$ cat config.mk
export PLATFORM = sky130hd
export DESIGN_NAME = booth_multiplier_flat
export DESIGN_NICKNAME = d
export VERILOG_FILES = /design/src/rtl/alu_pkg.sv /design/src/rtl/booth_multiplier_if.sv /design/src/rtl/adder_substractor.sv /design/src/rtl/booth_multiplier.sv /design/src/flat_wrapper.sv
export SDC_FILE = /design/constraint.sdc
export NUM_CORES = 1
export LEC_CHECK = 0
export BUFFER_PORTS_ARGS = -buffer_cell sky130_fd_sc_hd__buf_2
export CORE_MARGIN = 8
export CORE_UTILIZATION = 56
export DETAILED_ROUTE_END_ITERATION = 6
export GPL_TIMING_DRIVEN = 0
export PLACE_DENSITY = 0.85
export SYNTH_ARGS = -nofsm -noshare
export SYNTH_HDL_FRONTEND = slang
export SYNTH_SLANG_ARGS = --single-unit
export TNS_END_PERCENT = 10
$ cat constraint.sdc
create_clock -name clk_i -period 2.9 [get_ports clk_i]
set_input_delay 0.58 -clock clk_i [delete_from_list [all_inputs] [get_ports clk_i]]
set_output_delay 0.58 -clock clk_i [all_outputs]
set_load 0.005 [all_outputs]
$ cat src/rtl/alu_pkg.sv
// rtl/alu_pkg.sv - shared ALU types and constants for the multi-cycle MUL path
package alu_pkg;

    typedef enum logic [1:0] {
        IDLE = 2'd0,
        CALC = 2'd1,
        DONE = 2'd2
    } mult_state_t;

    localparam int MUL_BITS_DEFAULT = 8;

    // Booth pair {Q[0], q_m1} values that touch the accumulator
    localparam logic [1:0] BOOTH_ADD = 2'b01;
    localparam logic [1:0] BOOTH_SUB = 2'b10;

endpackage

$ cat src/rtl/booth_multiplier_if.sv
// rtl/booth_multiplier_if.sv - request/result bundle between ALU control and the Booth multiplier
interface booth_multiplier_if
    import alu_pkg::*;
#(
    parameter int BITS = MUL_BITS_DEFAULT
);
    logic                start_i;
    logic [BITS-1:0]     multiplicand_i;
    logic [BITS-1:0]     multiplier_i;
    logic                busy_o;
    logic                done_o;
    logic [2*BITS-1:0]   product_o;
    logic                flag_z_o;
    logic                flag_n_o;

    modport master (
        output start_i, multiplicand_i, multiplier_i,
        input  busy_o, done_o, product_o, flag_z_o, flag_n_o
    );

    modport slave (
        input  start_i, multiplicand_i, multiplier_i,
        output busy_o, done_o, product_o, flag_z_o, flag_n_o
    );
endinterface

$ cat src/rtl/adder_substractor.sv
// rtl/adder_substractor.sv - ALU two's-complement adder/subtractor with signed overflow
module adder_substractor #(
    parameter int BITS = 9
) (
    input  logic [BITS-1:0] bus_a_i,
    input  logic [BITS-1:0] bus_b_i,
    input  logic            select_i,
    output logic [BITS-1:0] sum_o,
    output logic            overflow_o
);
    logic [BITS-1:0] b_eff;

    // select_i=1 computes a - b as a + ~b + 1
    assign b_eff      = select_i ? ~bus_b_i : bus_b_i;
    assign sum_o      = bus_a_i + b_eff + {{(BITS-1){1'b0}}, select_i};
    assign overflow_o = (bus_a_i[BITS-1] == b_eff[BITS-1]) && (sum_o[BITS-1] != bus_a_i[BITS-1]);
endmodule

$ cat src/rtl/booth_multiplier.sv
// rtl/booth_multiplier.sv - iterative signed radix-2 Booth multiplier, one product per BITS+1 cycles
module booth_multiplier
    import alu_pkg::*;
#(
    parameter int BITS = MUL_BITS_DEFAULT
) (
    input  logic               clk_i,
    input  logic               rst_ni,
    booth_multiplier_if.slave  bus
);
    localparam int CNT_W = $clog2(BITS + 1);

    mult_state_t        state_r;
    logic [BITS:0]      a_r;
    logic [BITS-1:0]    q_r;
    logic               q_m1_r;
    logic [BITS:0]      m_r;
    logic [CNT_W-1:0]   cnt_r;

    logic               busy_r;
    logic               done_r;
    logic [2*BITS-1:0]  product_r;
    logic               flag_z_r;
    logic               flag_n_r;

    logic [1:0]         booth_pair;
    logic [BITS:0]      sum;
    logic               addsub_ovf;
    logic [BITS:0]      a_upd;
    logic [BITS:0]      a_nxt;
    logic [BITS-1:0]    q_nxt;
    logic               q_m1_nxt;
    logic [2*BITS-1:0]  product_nxt;

    assign booth_pair = {q_r[0], q_m1_r};

    adder_substractor #(
        .BITS (BITS + 1)
    ) u_adder_substractor (
        .bus_a_i    (a_r),
        .bus_b_i    (m_r),
        .select_i   (booth_pair == BOOTH_SUB),
        .sum_o      (sum),
        .overflow_o (addsub_ovf)
    );

    assign a_upd = (booth_pair == BOOTH_ADD || booth_pair == BOOTH_SUB) ? sum : a_r;
    assign {a_nxt, q_nxt, q_m1_nxt} = {a_upd[BITS], a_upd, q_r};
    assign product_nxt = {a_nxt[BITS-1:0], q_nxt};

    always_ff @(posedge clk_i or negedge rst_ni) begin
        if (!rst_ni) begin
            state_r   <= IDLE;
            a_r       <= '0;
            q_r       <= '0;
            q_m1_r    <= 1'b0;
            m_r       <= '0;
            cnt_r     <= '0;
            busy_r    <= 1'b0;
            done_r    <= 1'b0;
            product_r <= '0;
            flag_z_r  <= 1'b1;
            flag_n_r  <= 1'b0;
        end else begin
            done_r <= 1'b0;
            if (state_r == CALC) begin
                a_r    <= a_nxt;
                q_r    <= q_nxt;
                q_m1_r <= q_m1_nxt;
                cnt_r  <= cnt_r - 1'b1;
                if (cnt_r == CNT_W'(1)) begin
                    state_r   <= DONE;
                    busy_r    <= 1'b0;
                    done_r    <= 1'b1;
                    product_r <= product_nxt;
                    flag_z_r  <= (product_nxt == '0);
                    flag_n_r  <= product_nxt[2*BITS-1];
                end
            end else if (bus.start_i) begin
                // IDLE or DONE: accept a new request, back-to-back from DONE included
                state_r <= CALC;
                busy_r  <= 1'b1;
                a_r     <= '0;
                q_r     <= bus.multiplier_i;
                q_m1_r  <= 1'b0;
                m_r     <= {bus.multiplicand_i[BITS-1], bus.multiplicand_i};
                cnt_r   <= CNT_W'(BITS);
            end else begin
                state_r <= IDLE;
            end
        end
    end

    // The BITS+1 wide accumulator leaves headroom for M = -2^(BITS-1)
    a_no_overflow: assert property (@(posedge clk_i) disable iff (!rst_ni)
        (state_r == CALC && (booth_pair == BOOTH_ADD || booth_pair == BOOTH_SUB)) |-> !addsub_ovf);

    assign bus.busy_o    = busy_r;
    assign bus.done_o    = done_r;
    assign bus.product_o = product_r;
    assign bus.flag_z_o  = flag_z_r;
    assign bus.flag_n_o  = flag_n_r;
endmodule

$ cat src/flat_wrapper.sv
// flat-port wrapper written by rule: the top's interface ports become plain ports
module booth_multiplier_flat import alu_pkg::*;
#(
    parameter int BITS = MUL_BITS_DEFAULT
)
  (clk_i, rst_ni, bus_start_i, bus_multiplicand_i, bus_multiplier_i, bus_busy_o, bus_done_o, bus_product_o, bus_flag_z_o, bus_flag_n_o);
  booth_multiplier_if #(.BITS(BITS)) bus_i ();
  input  logic clk_i;
  input  logic rst_ni;
  input wire logic [$bits(bus_i.start_i)-1:0] bus_start_i;
  input wire logic [$bits(bus_i.multiplicand_i)-1:0] bus_multiplicand_i;
  input wire logic [$bits(bus_i.multiplier_i)-1:0] bus_multiplier_i;
  output wire logic [$bits(bus_i.busy_o)-1:0] bus_busy_o;
  output wire logic [$bits(bus_i.done_o)-1:0] bus_done_o;
  output wire logic [$bits(bus_i.product_o)-1:0] bus_product_o;
  output wire logic [$bits(bus_i.flag_z_o)-1:0] bus_flag_z_o;
  output wire logic [$bits(bus_i.flag_n_o)-1:0] bus_flag_n_o;
  assign bus_i.start_i = bus_start_i;
  assign bus_i.multiplicand_i = bus_multiplicand_i;
  assign bus_i.multiplier_i = bus_multiplier_i;
  assign bus_busy_o = bus_i.busy_o;
  assign bus_done_o = bus_i.done_o;
  assign bus_product_o = bus_i.product_o;
  assign bus_flag_z_o = bus_i.flag_z_o;
  assign bus_flag_n_o = bus_i.flag_n_o;
  booth_multiplier #(.BITS(BITS)) u_core (.clk_i(clk_i), .rst_ni(rst_ni), .bus(bus_i));
endmodule
==> impl_table.tex <==
\begin{tabular}{lr}
\hline
Metric & Value \\
\hline
\multicolumn{2}{l}{\textbf{Status}} \\
\quad Result of the run & finished clean \\
\multicolumn{2}{l}{\textbf{Place}} \\
\quad Count of port buffers added during placement & 38 \\
\quad Cell Count Post-Placement & 345 \\
\quad GPL Wtd Cong & 0.8551 \\
\quad HPWL after DPL & 4034 um \\
\multicolumn{2}{l}{\textbf{Synthesis}} \\
\quad Net count after synthesis & 285 \\
\quad Number of distinct library cells after synthesis & 49 \\
\quad Avg Synthesized Cell Area & 10.02 sq um \\
\quad Number of enable flip-flop cells after synthesis & 0 \\
\quad Post-synthesis cell area & 2556 sq um \\
\quad Count of mapped cells out of synthesis & 255 \\
\quad Primary flip-flop cell chosen by synthesis mapping & sky130\_fd\_sc\_hd\_\_dfrtp\_1 \\
\quad Yosys warning count & 0 \\
\quad Sequential-to-total area share from yosys stat & 0.4900 \\
\quad Share of flip-flops with an asynchronous set or reset & 1.000 \\
\quad Flip-flop and latch count after synthesis & 50 \\
\multicolumn{2}{l}{\textbf{Power}} \\
\quad PwrDens & 1393 nW/um\^{}2 \\
\quad Switching power as a share of total power & 0.4413 \\
\quad Switching Power & 0.001809 W \\
\quad Clock Power Share & 0.121 \\
\quad Total chip power & 0.004099 W \\
\quad Reported leakage power & 1.427 nW \\
\quad Combinational group share of total power & 0.566 \\
\quad Internal power contribution & 0.002290 W \\
\quad Highest ir drop seen on vdd & 0.0007096 V \\
\quad Part of the total power dissipated in sequential elements & 0.312 \\
\multicolumn{2}{l}{\textbf{Timing}} \\
\quad Slew of the pin with the lowest slew margin & 1.063 ns \\
\quad Fin. Hold Viols & 0 \\
\quad Finish-stage setup viols & 0 \\
\quad Largest clock skew in the final design & 0.005484 ns \\
\quad Final total negative setup slack & 0 ns \\
\quad Slew Limit Fails & 0 \\
\quad Post-route fraction of the period consumed by the critical path & 0.9598 \\
\quad Max Clk Rate & 0.3593 GHz \\
\quad Final worst path period need & 2.783 ns \\
\quad Rel. slew slack & 0.2913 \\
\multicolumn{2}{l}{\textbf{Route}} \\
\quad Antenna viol nets, final & 0 \\
\quad Routed via count divided by cell count & 5.691 \\
\quad DRT Pass-1 Iters & 4 \\
\quad Remaining routing DRC violations & 0 \\
\quad Detailed router's first-iteration violation count & 136 \\
\quad Routed length per placed instance & 15.63 um \\
\quad Total Routed Length & 5519 um \\
\quad Via total after detailed routing & 2009 \\
\multicolumn{2}{l}{\textbf{Die}} \\
\quad Die height & 83.56 um \\
\quad Die area & 6982 sq um \\
\quad Die Width & 83.56 um \\
\quad Initial core utilization & 0.5830 \\
\quad I/O pin cnt & 39 \\
\quad Placeable core region & 4384 sq um \\
\quad \# rows & 24 \\
\multicolumn{2}{l}{\textbf{CTS}} \\
\quad Worst-Skew Late Latency & 0.31 ns \\
\quad Maximum number of buffers from clock root to sink & 2 \\
\quad TritonCTS clock tree & built \\
\quad Clk sinks & 50 \\
\quad Clk root buf & sky130\_fd\_sc\_hd\_\_clkbuf\_8 \\
\quad Number of levels the H-tree was split into & 2 \\
\quad Number of clock buffers inserted by TritonCTS & 5 \\
\quad Clock transition time at the flip-flop clock pins of the worst setup and hold paths & 0.09 ns \\
\multicolumn{2}{l}{\textbf{Global routing}} \\
\quad Gr usage total & 0.1587 \\
\quad Antenna violations before repair & 0 \\
\quad Largest net degree at the start of global routing & 51 \\
\quad Via count of the first global-routing pass & 2023 \\
\quad GRT overflow & 0 \\
\quad First-pass GRT wire length & 9273 um \\
\multicolumn{2}{l}{\textbf{Worst hold path}} \\
\quad Classification of the worst-slack hold path & input port to async pin \\
\multicolumn{2}{l}{\textbf{Layout}} \\
\quad Top library cells by usage in the layout, fill and taps aside & sky130\_fd\_sc\_hd\_\_dfrtp\_1 (49), sky130\_fd\_sc\_hd\_\_nand2\_1 (41), sky130\_fd\_sc\_hd\_\_buf\_2 (39) \\
\quad Fillers & 356 \\
\quad Antenna Cells & 0 \\
\quad Layout cells sized above 1 & 0.2159 \\
\quad Sequential Area & 1252 sq um \\
\quad Area added between synthesis and finish & 15.08\% \\
\quad Final net count & 330 \\
\quad Multi-input gate area & 1234 sq um \\
\quad Commonest non-fill, non-tap cell in the layout & sky130\_fd\_sc\_hd\_\_dfrtp\_1 \\
\quad Layout Cells excl Fill & 353 \\
\multicolumn{2}{l}{\textbf{Worst setup path}} \\
\quad Kind of critical path & register to register \\
\quad Endpoint class of the critical path & register \\
\quad Max FO, Critical Path & 8 \\
\quad Data arrival time of the critical path & 3.02 ns \\
\quad Data required time at the worst endpoint & 3.14 ns \\
\quad Launching element type of the critical path & register \\
\multicolumn{2}{l}{\textbf{Job}} \\
\quad Maxcap violations & 0 \\
\hline
\end{tabular}
-- power by group through the flow --
stage          clock (W)  combinational [W]  sequential [W]
6_report        0.000497            0.00232         0.00128
3_3_place_gp           0            0.00217         0.00127
5_1_grt         0.000528            0.00261         0.00132
3_5_place_dp           0            0.00226         0.00129
4_1_cts         0.000502            0.00228         0.00127
2_1_floorplan          0            0.00169         0.00124
-- cell families (layout without fill, tap and decap cells) --
logic type / after synthesis / in the layout / share of synthesized area
AO/OA/AOI/OAI: 51 / 51 / 0.1175
AND/OR/NAND/NOR: 93 / 93 / 0.1836
adder cells (fa/ha/maj): 11 / 11 / 0.05678
multiplexers: 20 / 20 / 0.08370
flip-flops: 50 / 50 / 0.4900
XOR/XNOR: 10 / 10 / 0.03427
buffers and inverters: 20 / 66 / 0.03426
-- sequential cells by signal, indices dropped and copies added (netlist names) --
register / count
u_core.state_r: 2
u_core.bus.done_o: 1
u_core.q_r: 8
u_core.q_m1_r: 1
u_core.a_r: 8
u_core.bus.busy_o: 1
u_core.m_r: 8
u_core.cnt_r: 4
u_core.bus.product_o: 16
u_core.bus.flag_z_o: 1
-- cell type report --
type / instances / share of cell area
Timing Repair Buffer: 38 / 0.06465
Sequential cell: 50 / 0.4258
Clock buffer: 5 / 0.02339
Multi-Input combinational cell: 185 / 0.4194
Clock inverter: 3 / 0.01489
Tap cell: 52 / 0.02212
Inverter: 7 / 0.008932
Buffer: 13 / 0.02084
-- synth_stat cells (3+ instances only) --
cell,count,area share
sky130_fd_sc_hd__nor2_1,15,0.022
sky130_fd_sc_hd__clkbuf_1,9,0.013
sky130_fd_sc_hd__a21oi_1,11,0.022
sky130_fd_sc_hd__dfrtp_1,49,0.48
sky130_fd_sc_hd__nand2b_1,3,0.0073
sky130_fd_sc_hd__a211oi_1,3,0.0088
sky130_fd_sc_hd__xor2_1,9,0.031
sky130_fd_sc_hd__nand2_1,41,0.060
sky130_fd_sc_hd__mux2_2,8,0.035
sky130_fd_sc_hd__o21ai_0,25,0.049
sky130_fd_sc_hd__ha_1,10,0.049
sky130_fd_sc_hd__nor3_1,4,0.0078
sky130_fd_sc_hd__inv_1,6,0.0088
sky130_fd_sc_hd__nor2b_1,5,0.012
sky130_fd_sc_hd__nand3b_1,8,0.023
sky130_fd_sc_hd__mux2i_1,11,0.043
-- repair_timing --
item / 4_1_cts / 5_1_grt
gates resized for setup: 0 / 4
hold buffers: 0 / 0
setup buffers: 0 / 0
hold endpoints to repair: 0 / 0
endpoints found under the setup margin: 0 / 4
-- critical path, stage by stage, from the launching register on --
cell                       delay [ns]
sky130_fd_sc_hd__dfrtp_1         0.41
sky130_fd_sc_hd__ha_1            0.20
sky130_fd_sc_hd__buf_6           0.15
sky130_fd_sc_hd__xor2_1          0.14
sky130_fd_sc_hd__ha_1            0.32
sky130_fd_sc_hd__nor2b_4         0.15
sky130_fd_sc_hd__o311a_1         0.31
sky130_fd_sc_hd__o31a_1          0.28
sky130_fd_sc_hd__nor4_1          0.38
sky130_fd_sc_hd__a221oi_2        0.11
sky130_fd_sc_hd__a32o_1          0.26
-- metrics by stage --
stage | util | hold WS [ns] | worst slack [ns] | cell area, sq um
finish | 0.6709 | 0.4461 | 0.1167 | 2942
global route | 0.6709 | 0.5000 | -0.01735 | 2942
CTS | 0.6670 | 0.4800 | 0.04317 | 2924
detailed placement | 0.6413 | 0.4579 | 0.08173 | 2811
global placement | 0.6413 | 0.4529 | 0.1427 | 2811
floorplan | - | 0.2844 | 0.3515 | 2556
-- final timing paths --
kind                                              start                        to  slack (ns)  cells past startpoint
min in group clk_i              u_core.bus.product_o[3]   u_core.bus.product_o[3]        0.47                      2
worst min-delay path                             rst_ni             u_core.m_r[4]        0.45                      1
worst max-delay path                      u_core.q_r[0]       u_core.bus.flag_z_o        0.12                     10
worst max register to register            u_core.q_r[0]       u_core.bus.flag_z_o        0.12                     10
max in group asynchronous                        rst_ni  u_core.bus.product_o[14]        1.78                      1
worst min register to register  u_core.bus.product_o[3]   u_core.bus.product_o[3]        0.47                      2
-- layer usage --
metal,global-route usage,part of all wire,up-vias
li1,-,-,974
met1,0.1984,0.45,967
met2,0.2470,0.47,57
met3,0.04785,0.057,11
met4,0.06750,0.022,0
met5,0,0,-
Note: power is estimated with default switching activity, not from simulation.
